**config.mk**
```make
export PLATFORM = sky130hd
export DESIGN_NAME = pu_fetch
export DESIGN_NICKNAME = d
export VERILOG_FILES = /design/src/rtl/pu_pkg.sv /design/src/rtl/pu_fetch.sv
export SDC_FILE = /design/constraint.sdc
export NUM_CORES = 1
export LEC_CHECK = 0
export ABC_AREA = 1
export ABC_CLOCK_PERIOD_IN_PS = 3500
export CAP_MARGIN = 0
export CORE_MARGIN = 2
export CORE_UTILIZATION = 35
export CTS_BUF_LIST = sky130_fd_sc_hd__clkbuf_8
export CTS_CLUSTER_SIZE = 30
export DETAILED_ROUTE_END_ITERATION = 6
export DONT_BUFFER_PORTS = 1
export HOLD_SLACK_MARGIN = 0.12
export PLACE_DENSITY = 0.59
export SETUP_SLACK_MARGIN = 0.2
export SYNTH_ARGS = -nofsm -noshare
export SYNTH_HDL_FRONTEND = slang
export SYNTH_SLANG_ARGS = --single-unit
```
**constraint.sdc**
```tcl
create_clock -name clk -period 3.5 [get_ports clk]
set_input_delay 1.05 -clock clk [delete_from_list [all_inputs] [get_ports clk]]
set_output_delay 1.05 -clock clk [all_outputs]
set_load 0.01 [all_outputs]
```
**src/rtl/pu_pkg.sv**
```systemverilog
// Shared definitions for the PU fetch path: widths, fixed instruction encodings,
// the fetch-state enum and small arithmetic helpers. PU_SSTEP_EN adds the SWAIT state.
package pu_pkg;

  localparam int PC_W   = 8;
  localparam int INSN_W = 16;
  localparam int ICNT_W = 16;

  localparam logic [INSN_W-1:0] NOP_INSN  = 16'h0000;
  localparam logic [INSN_W-1:0] HALT_INSN = 16'h0001;

  typedef enum logic [1:0] {
    ST_FILL,
    ST_RUN,
    ST_HALT
`ifdef PU_SSTEP_EN
    ,
    ST_SWAIT
`endif
  } fetch_state_e;

  // pc wraps silently modulo 2^PC_W.
  function automatic logic [PC_W-1:0] pc_inc(input logic [PC_W-1:0] a);
    return a + PC_W'(1);
  endfunction

  function automatic logic [ICNT_W-1:0] icnt_sat_inc(input logic [ICNT_W-1:0] a);
    return (a == {ICNT_W{1'b1}}) ? a : a + ICNT_W'(1);
  endfunction

endpackage

```
**src/rtl/pu_fetch.sv**
```systemverilog
// Instruction fetch FSM for the PU: fills from a 1-cycle synchronous imem, runs,
// halts on decoder request and resumes on go. PU_SSTEP_EN adds single-step mode.
module pu_fetch
  import pu_pkg::*;
(
  input  logic              clk,
  input  logic              rst_n,
  output logic [PC_W-1:0]   imem_addr,
  input  logic [INSN_W-1:0] imem_rdata,
  input  logic              h,
  input  logic              go,
`ifdef PU_SSTEP_EN
  input  logic              sstep,
  input  logic              step,
`endif
  output logic [INSN_W-1:0] o,
  output logic [PC_W-1:0]   pc,
  output logic              valid,
  output logic              halted,
  output logic [ICNT_W-1:0] icnt
);

  fetch_state_e      state_q, state_d;
  logic [PC_W-1:0]   pc_q, pc_d;
  logic [ICNT_W-1:0] icnt_q, icnt_d;

  // Outputs are decoded from state and pc so that reset forces them at once.
  always_comb begin
    // NOTE: every signal gets a default before the case so no path leaves one
    // unassigned and a latch is never inferred.
    state_d   = state_q;
    pc_d      = pc_q;
    imem_addr = pc_q;
    o         = NOP_INSN;
    valid     = 1'b0;
    halted    = 1'b0;

    case (state_q)
      ST_FILL: begin
        state_d = ST_RUN;
      end

      ST_RUN: begin
        o     = imem_rdata;
        valid = 1'b1;
        if (h) begin
          // Halt wins over go and sstep; pc stays on the halting instruction.
          state_d = ST_HALT;
        end else begin
          pc_d      = pc_inc(pc_q);
          imem_addr = pc_d;
`ifdef PU_SSTEP_EN
          if (sstep) state_d = ST_SWAIT;
`endif
        end
      end

      ST_HALT: begin
        o      = HALT_INSN;
        halted = 1'b1;
        if (go) begin
          pc_d    = pc_inc(pc_q);
          state_d = ST_FILL;
        end
      end

`ifdef PU_SSTEP_EN
      ST_SWAIT: begin
        // imem_addr already holds pc, so the word is ready when RUN is entered.
        if (step || !sstep) state_d = ST_RUN;
      end
`endif

      default: begin
        state_d = ST_FILL;
      end
    endcase

    icnt_d = valid ? icnt_sat_inc(icnt_q) : icnt_q;
  end

  // NOTE: state registers use non-blocking assignments so every flop samples
  // the pre-edge values regardless of statement order.
  always_ff @(posedge clk or negedge rst_n) begin
    if (!rst_n) begin
      state_q <= ST_FILL;
      pc_q    <= '0;
      icnt_q  <= '0;
    end else begin
      state_q <= state_d;
      pc_q    <= pc_d;
      icnt_q  <= icnt_d;
    end
  end

  assign pc   = pc_q;
  assign icnt = icnt_q;

endmodule

```
## After elaboration in Yosys (flattened, before gate mapping)

Index checks and enable logic that the tools add are counted.

| cells by class | value |
|---|---|
| eq/ne operators | 5 |
| muxes and demuxes | 10 |
| reduce and logical (&&, ||, !) cells | 5 |
| bitwise logic cells | 1 |
| add/sub/neg operators | 2 |

Operators by type and width:

| kind | number |
|---|---|
| 16-bit one-hot mux with 2 select lines | 1 |
| 8-bit two-way mux | 3 |
| 16-bit by 1-bit adder with 16-bit output (second input constant) | 1 |
| 16-bit == test (second input constant) | 1 |
| 8-bit one-hot mux with 2 select lines | 1 |
| 8-bit by 1-bit adder with 8-bit output (second input constant) | 1 |
| 2-bit one-hot mux with 3 select lines | 1 |
| 2-bit AND reduction | 3 |
| 2-bit two-way mux | 2 |
| 2-bit != test (second input constant) | 2 |
| 2-bit by 1-bit == test with 1-bit output (second input constant) | 1 |
| 2-bit == test (second input constant) | 1 |
| 2-bit logical NOT | 1 |
| 1-bit two-way mux | 2 |
| 2-bit nonzero test | 1 |
| 1-bit NOT | 1 |

| storage, ports and cells | value |
|---|---|
| input port bits | 20 |
| output and inout bits | 50 |
| flip-flop bits (word level) | 26 |
| logic and storage cells | 26 |

## Longest topological paths before layout

Gate-level depths: netlist of the first run.

| depth | value |
|---|---|
| depth after elaboration | 3 |
| depth in mapped cells | 9 |
| depth with buffers taken out | 9 |

## Worst setup path after synthesis of the first run

OpenSTA, ideal clock, no wires.

| timing | value |
|---|---|
| path type | input -> output |
| from | in h |
| to | out imem_addr[3] |
| required time | 2.450 ns |
| setup slack | 0.737 ns |
| buffers on the path | 0 |
| stages on the path | 4 |
| data arrival time | 1.713 ns |
| path through | nor2_4 > inv_1 > nor2_1 > xor2_1 |

| between the ends | value |
|---|---|
| cells in the longest elaborated chain, start to end | 2 |

Ends and longest elaborated chain:

| what | RTL line | text |
|---|---|---|
| start, declared | pu_fetch.sv:10 | `input logic h,` |
| 8-bit two-way mux | - |  |
| 8-bit two-way mux | pu_fetch.sv:38 | `case (state_q)` |
| end, declared | pu_fetch.sv:8 | `output logic [PC_W-1:0] imem_addr,` |

No other way between the ends.

## Worst setup path after layout of the first run

Same ends and word-level chain as after synthesis.

==> results of run 1 <==
-- cell type report --
cell class | instances | area share [%]
multi-input cells | 195 | 50.8
flip-flops and latches | 26 | 34.4
inverters | 36 | 7.14
well taps | 67 | 4.43
clock buffers | 4 | 2.91
repair buffers | 1 | 0.397
-- worst max-delay path by stage --
stage               cells past startpoint            to  startpoint  slack, ns
global route                            7  imem_addr[3]  state_q[1]       0.49
finish                                  4  imem_addr[3]           h       0.63
CTS                                     4  imem_addr[3]           h       0.63
floorplan                               4  imem_addr[3]           h       0.74
detailed placement                      4  imem_addr[3]           h       0.63
global placement                        4  imem_addr[3]           h       0.65
-- layer usage --
layer	track usage, %	share of wire (%)
met1	19.9	48
met2	20.9	46
met3	2.25	5.0
met4	3.51	0.71
met5	0	0
-- placed cells by master, fill, tap and decap left out, types with 2 or more instances in the layout --
master / netlist / layout
nand4_1: 6 / 6
o21ai_0: 11 / 11
o21ai_1: 2 / 2
xnor2_1: 6 / 6
ha_1: 5 / 5
a21oi_1: 3 / 3
nor2_2: 3 / 3
inv_2: 3 / 3
nand2_1: 111 / 111
nor2_4: 2 / 2
clkbuf_8: 0 / 4
nand3_1: 10 / 10
nand3_2: 2 / 2
xor2_1: 9 / 9
dfrtp_1: 26 / 26
nor2_1: 21 / 21
inv_1: 33 / 33
-- kinds of logic (layout without fill, tap and decap cells) --
| kind of cell | Yosys count | in the layout | share of synthesized area, % |
|---|---|---|---|
| AOI/OAI and AO/OA | 18 | 18 | 5.90 |
| xor gates and xnor gates | 15 | 15 | 7.38 |
| adders and majority gates | 5 | 5 | 3.51 |
| buffers and inverters | 40 | 41 | 9.49 |
| DFF | 26 | 26 | 36.5 |
| and+or+nand+nor | 157 | 157 | 37.2 |
-- power by group --
part | switching (mW) | internal (mW) | total, mW | leakage [nW]
combinational | 0.392 | 0.168 | 0.560 | 0.613
sequential | 0.139 | 0.374 | 0.513 | 0.346
clock | 0.100 | 0.101 | 0.201 | 0.0288
total | 0.631 | 0.642 | 1.27 | 0.988
-- registers in the layout (all words and copies together), names as in the netlist --
name / flops
state_q: 2
icnt: 16
pc: 8
-- stage by stage --
step	std cells	util, %
floorplan	261	-
global placement	325	38.2
detailed placement	325	38.2
CTS	329	39.3
global route	329	39.3
finish	329	39.3
-- critical path, cell delays in order --
cell	delay, ns
nor2_4	0.21
inv_1	0.15
nor2_1	0.14
xor2_1	0.26
==> reports/metrics.sh, run 1 <==
FINAL_PERIOD_MINUS_WORST_SETUP_SLACK_NS=2.87
MAXCAPVIOLATIONS=0
OUTCOME='complete, no violations'
WIRELENGTH_MM=3.94
FIN_NETS=288
FINALSETUPVIOLCOUNT=0
FIRST_ITER_VIOLATIONS=56
SETUP_REPAIR_AFTER_GLOBAL_ROUTING_MISSED_ITS_MARGIN='no'
POST_ROUTE_CELLS_DRIVE_ABOVE_1_SHARE_PCT=7.25
SYNTH_TOP_CELL_AREA_SHARE_PCT=36.5
WORST_EP_REQUIRED_TIME_NS=2.45
MAXCLOCKFREQUENCY_GHz=0.349
AREA_OF_THE_CORE_SQ_MM=0.00482
RR_ENDPOINT='icnt[4]'
FILLCELLCOUNT=491
CLOCK_SKEW_NS=0.00231
CRITICAL_PATH_ARRIVAL_NS=1.82
NUMBER_OF_ENABLE_TYPE_REGISTER_CELLS_IN_THE_SYNTHESIZED_NETLIST=0
MAX-SLEW-MARGIN-REL_PCT=56.6
BUFFER_PORTS.INSERTED=0
CTS_POST_SETUP_BUFFERS_INSERTED=0
DIODES=0
CLOCK_SINK_COUNT=26
SYNTHMOSTINSTANTIATEDCELL='nand2_1'
FLIP_FLOP_AND_LATCH_AREA_SQ_UM=651
PWR_DENSITY_CELL_mW_PER_MM2=673
FIRST_PASS_GRT_WIRE_LENGTH_MM=5.99
POST_DRT_VIA_CELL_RATIO=4.64
SYNTH-MAIN-FF-CELL='dfrtp_1'
YS.WARNINGS.COUNT=0
MAXIMUM_NUMBER_OF_PINS_ON_ONE_NET_BEFORE_GLOBAL_ROUTE_REPAIR=27
FLOORPLAN.INITIALDENSITY_PCT=37.0
TIMING_WORST_SETUP_PATH_TYPE='in -> out'
PLACE.GP.CONGESTION=0.770
DIE_AREA_SQ_MM=0.00567
POSTSYNTHCELLCOUNT=261
DP_HPWL_MM=2.86
FINAL_DESIGN_AREA_NO_FILL_SQ_MM=0.00189
SYNTH_TOP_CELLS_BY_COUNT='111 x nand2_1, 33 x inv_1, 26 x dfrtp_1, 21 x nor2_1, 11 x o21ai_0'
LAYOUT_WORST_PATH_CYCLE_SHARE_PCT=81.9
YOSYS.AREA.TOP_TYPE='dfrtp_1'
DPL_CELL_AREA_SQ_MM=0.00184
WORST-PATH-MAX-FANOUT=10
POSTSYNTHNETCOUNT=286
DRT_FIRST_PASS_ITERS=4
PATH_CLK_SLEW_NS=0.10
OVERALL_VIA_COUNT_FROM_DETAIL_ROUTE=1527
DESIGN.PORTCOUNT=70
SYN_AREA_SQ_MM=0.00178
TOTALNEGATIVESETUPSLACK_NS=0
SYNTHESIS_STAGE_REGISTER_BIT_COUNT=26
CLOCKROOTBUFFER='clkbuf_8'
WORST-R2R-SETUP-SLACK_NS=1.62
TIMING.HOLD.WS_NS=0.460
CRIT-REG2REG-LAUNCH='icnt[0]'
WORSTSKEWPAIRLATENCY_NS=0.27
POWER.TOTAL_mW=1.27
DRC=0
CLOCK_TREE.BUFFER_DEPTH=2
CTS_TREE='built'
ANTENNA_FOUND_INITIAL=0
TIMING.CRITICAL_PATH.FROM_TYPE='input port'
NUMBER_OF_GLOBAL_ROUTE_VIAS_BEFORE_REPAIR=1273
DIE_H_UM=75.3
HOLD_PATH_CLASS='in -> async'
SYNTH.AREA.TOP_CELLS='dfrtp_1 37%, nand2_1 23%, inv_1 7.0%'
ASYNC_RESET_FF_SHARE_PCT=100
TIGHTEST_SLEW_NS=0.650
R2R.WORST_PATH.CELLS=8
CLOCK_TREE.HTREE_LEVEL_COUNT=1
SYNTH.LIB_CELLS_USED.DISTINCT=23
REPORT.FINAL.SLEW_VIOL_COUNT=0
VDD.IR_DROP.WORST_V=0.000306
HOLD_VIOL=0
INSERTED_CLOCK_BUFFERS=3
WL_PER_CELL_UM=12.0
CTS_HOLD_REPAIR.BUFFERS=0
SYNTH.AVG_CELL_AREA_SQ_UM=6.82
TRACK_USAGE_PCT=13.6
CORE.ROWCOUNT=25
MULTI_INPUT_GATE_AREA_SQ_UM=961
NUMBER_OF_RESIZED_INSTANCES_IN_THE_POST_CTS_REPAIR_STEP=0
PLACE_WORST_SETUP_SLACK_NS=0.630
SEQUENTIAL_ELEMENT_SHARE_OF_THE_SYNTHESIZED_AREA_PCT=36.5
CRIT_PATH_END_KIND='output port'
LEAKAGEPOWER_nW=0.988
AREA.GROWTH.SYNTH_TO_FINAL_PCT=6.32
OVERFLOW=0
DETAIL-ROUTE-ANTENNA-NETS=0
FINAL_CRITICAL_PATH_SETUP_SLACK_NS=0.635
CHIPWIDTH_UM=75.3
No activity file was read; power rests on OpenSTA's default activity.
==> run 2: changes to the inputs <==
--- a/config.mk
+++ b/config.mk
@@ -6,7 +6,7 @@
 export NUM_CORES = 1
 export LEC_CHECK = 0
 export ABC_AREA = 1
-export ABC_CLOCK_PERIOD_IN_PS = 3500
+export ABC_CLOCK_PERIOD_IN_PS = 2900
 export CAP_MARGIN = 0
 export CORE_MARGIN = 2
 export CORE_UTILIZATION = 35
==> constraint.sdc (replaced) <==
create_clock -name clk -period 2.9 [get_ports clk]
set_input_delay 0.87 -clock clk [delete_from_list [all_inputs] [get_ports clk]]
set_output_delay 0.87 -clock clk [all_outputs]
set_load 0.01 [all_outputs]
==> reports/metrics.sh, run 2 (synthesis results as in run 1) <==
WORST-R2R-SETUP-SLACK_NS=1.01
POST_ROUTE_CELLS_DRIVE_ABOVE_1_SHARE_PCT=9.43
FIRST_PASS_GRT_WIRE_LENGTH_MM=6.29
PATH_CLK_SLEW_NS=0.09
HOLD_VIOL=0
WORSTSKEWPAIRLATENCY_NS=0.27
DP_HPWL_MM=2.94
CP_CELL_SEQUENCE='ha_1 -> nand3_1 -> nor2_1 -> nand2_1 -> xor2_2 -> nand2_1 -> nand2_1'
DPL_CELL_AREA_SQ_MM=0.00185
CP_SLOWEST_CELL='dfrtp_2'
STARTPOINT='pc[0]'
CHIPWIDTH_UM=75.3
WIRELENGTH_MM=3.94
FINALSETUPVIOLCOUNT=0
DIE_H_UM=75.3
FLIP_FLOP_COUNT_OF_THE_LARGEST_REGISTER_AFTER_LAYOUT=16
DRC=0
RR_ENDPOINT='icnt[13]'
REPORT.FINAL.SLEW_VIOL_COUNT=0
FINAL_CELL_MIX='111 x nand2_1, 33 x inv_1, 24 x dfrtp_1'
FINAL_PERIOD_MINUS_WORST_SETUP_SLACK_NS=2.48
FLIP_FLOP_AND_LATCH_AREA_SQ_UM=653
LAYOUT_WORST_PATH_CYCLE_SHARE_PCT=85.4
FINAL_CRITICAL_PATH_SETUP_SLACK_NS=0.425
OVERFLOW=0
CP-ENDPOINT='imem_addr[6]'
FIRST_ITER_VIOLATIONS=42
MAX-SLEW-MARGIN-REL_PCT=57.8
LEAKAGEPOWER_nW=1.01
CLOCK_SKEW_NS=0.00213
SLOWEST_DELAY_NS=0.47
PLACE.GP.CONGESTION=0.778
TIMING_WORST_SETUP_PATH_TYPE='reg -> out'
TIGHTEST_SLEW_NS=0.633
CRIT_PATH_END_KIND='output port'
TOTALNEGATIVESETUPSLACK_NS=0
POWER.TOTAL_mW=1.63
WL_PER_CELL_UM=11.9
ANTENNA_FOUND_INITIAL=0
DIODES=0
WORST_EP_REQUIRED_TIME_NS=2.03
CRIT_FAMILY='flip-flops'
TIMING.CRITICAL_PATH.FROM_TYPE='flip-flop'
AREA.GROWTH.SYNTH_TO_FINAL_PCT=9.07
INSERTED_CLOCK_BUFFERS=3
BUFFER_PORTS.INSERTED=0
CLOCKROOTBUFFER='clkbuf_8'
DETAIL-ROUTE-ANTENNA-NETS=0
FIN_NETS=291
FLOORPLAN.INITIALDENSITY_PCT=37.0
OVERALL_VIA_COUNT_FROM_DETAIL_ROUTE=1591
DESIGN.PORTCOUNT=70
CRITICAL_PATH_ARRIVAL_NS=1.61
MAXCAPVIOLATIONS=0
HOLD_PATH_CLASS='in -> async'
AREA_OF_THE_CORE_SQ_MM=0.00482
NUMBER_OF_GLOBAL_ROUTE_VIAS_BEFORE_REPAIR=1411
PLACE_WORST_SETUP_SLACK_NS=0.392
R2R.WORST_PATH.CELLS=8
TRACK_USAGE_PCT=14.2
VDD.IR_DROP.WORST_V=0.000442
FILLCELLCOUNT=504
WORST-PATH-MAX-FANOUT=5
MAXIMUM_NUMBER_OF_PINS_ON_ONE_NET_BEFORE_GLOBAL_ROUTE_REPAIR=27
CRIT-REG2REG-LAUNCH='icnt[0]'
CLOCK_TREE.HTREE_LEVEL_COUNT=1
POST_DRT_VIA_CELL_RATIO=4.79
MULTI_INPUT_GATE_AREA_SQ_UM=968
CLOCK_SINK_COUNT=26
CORE.ROWCOUNT=25
CTS_HOLD_REPAIR.BUFFERS=0
CRITICAL_PATH.MOST_COMMON_CELL='nand2_1'
OUTCOME='complete, no violations'
PWR_DENSITY_CELL_mW_PER_MM2=839
CLOCK_TREE.BUFFER_DEPTH=2
TIMING.CRITICAL_PATH.DEPTH=7
CTS_TREE='built'
SETUP_REPAIR_AFTER_GLOBAL_ROUTING_MISSED_ITS_MARGIN='no'
LAYOUT_COMMONEST_CELL='nand2_1'
CRITICAL_PATH.N_BUFFERS_INVERTERS=0
DIE_AREA_SQ_MM=0.00567
DRT_FIRST_PASS_ITERS=4
MAXCLOCKFREQUENCY_GHz=0.404
FINAL_DESIGN_AREA_NO_FILL_SQ_MM=0.00194
-- run 2: final cells by class --
cell class	count	share of cell area (%)
multi-input combinational	195	49.9
sequential	26	33.6
inverter	36	6.96
tap	67	4.32
clock buffer	3	2.13
clock inverter	1	1.55
timing repair buffer	4	1.55
-- run 2: how the worst min path moves through the flow --
stage	startpoint	end	cells past startpoint
floorplan	state_q[0]	state_q[0]	2
global placement	state_q[1]	state_q[1]	2
detailed placement	state_q[1]	state_q[1]	2
CTS	rst_n	icnt[2]	0
global route	rst_n	icnt[2]	0
finish	rst_n	icnt[2]	0
-- run 2: metal layers --
metal  global-route usage (%)  wire, um
met4                     5.26        46
met3                     2.91       218
met5                        0         0
met2                     23.0      1880
met1                     18.8      1790
-- run 2: what timing repair did --
| item | CTS | global route |
|---|---|---|
| setup buffers | 0 | 1 |
| endpoints found under the setup margin | 0 | 4 |
| resized for setup | 0 | 3 |
-- run 2: report_power, final --
part / total [mW] / internal (mW) / switching (mW)
sequential: 0.624 / 0.455 / 0.169
clock: 0.302 / 0.185 / 0.117
combinational: 0.704 / 0.227 / 0.477
-- run 2: through the flow --
stage               instances  util [%]  hold slack, ns
floorplan                 261         -           0.532
global placement          327      38.5           0.565
detailed placement        327      38.5           0.573
CTS                       331      39.9           0.266
global route              332      40.3           0.256
finish                    332      40.3           0.279
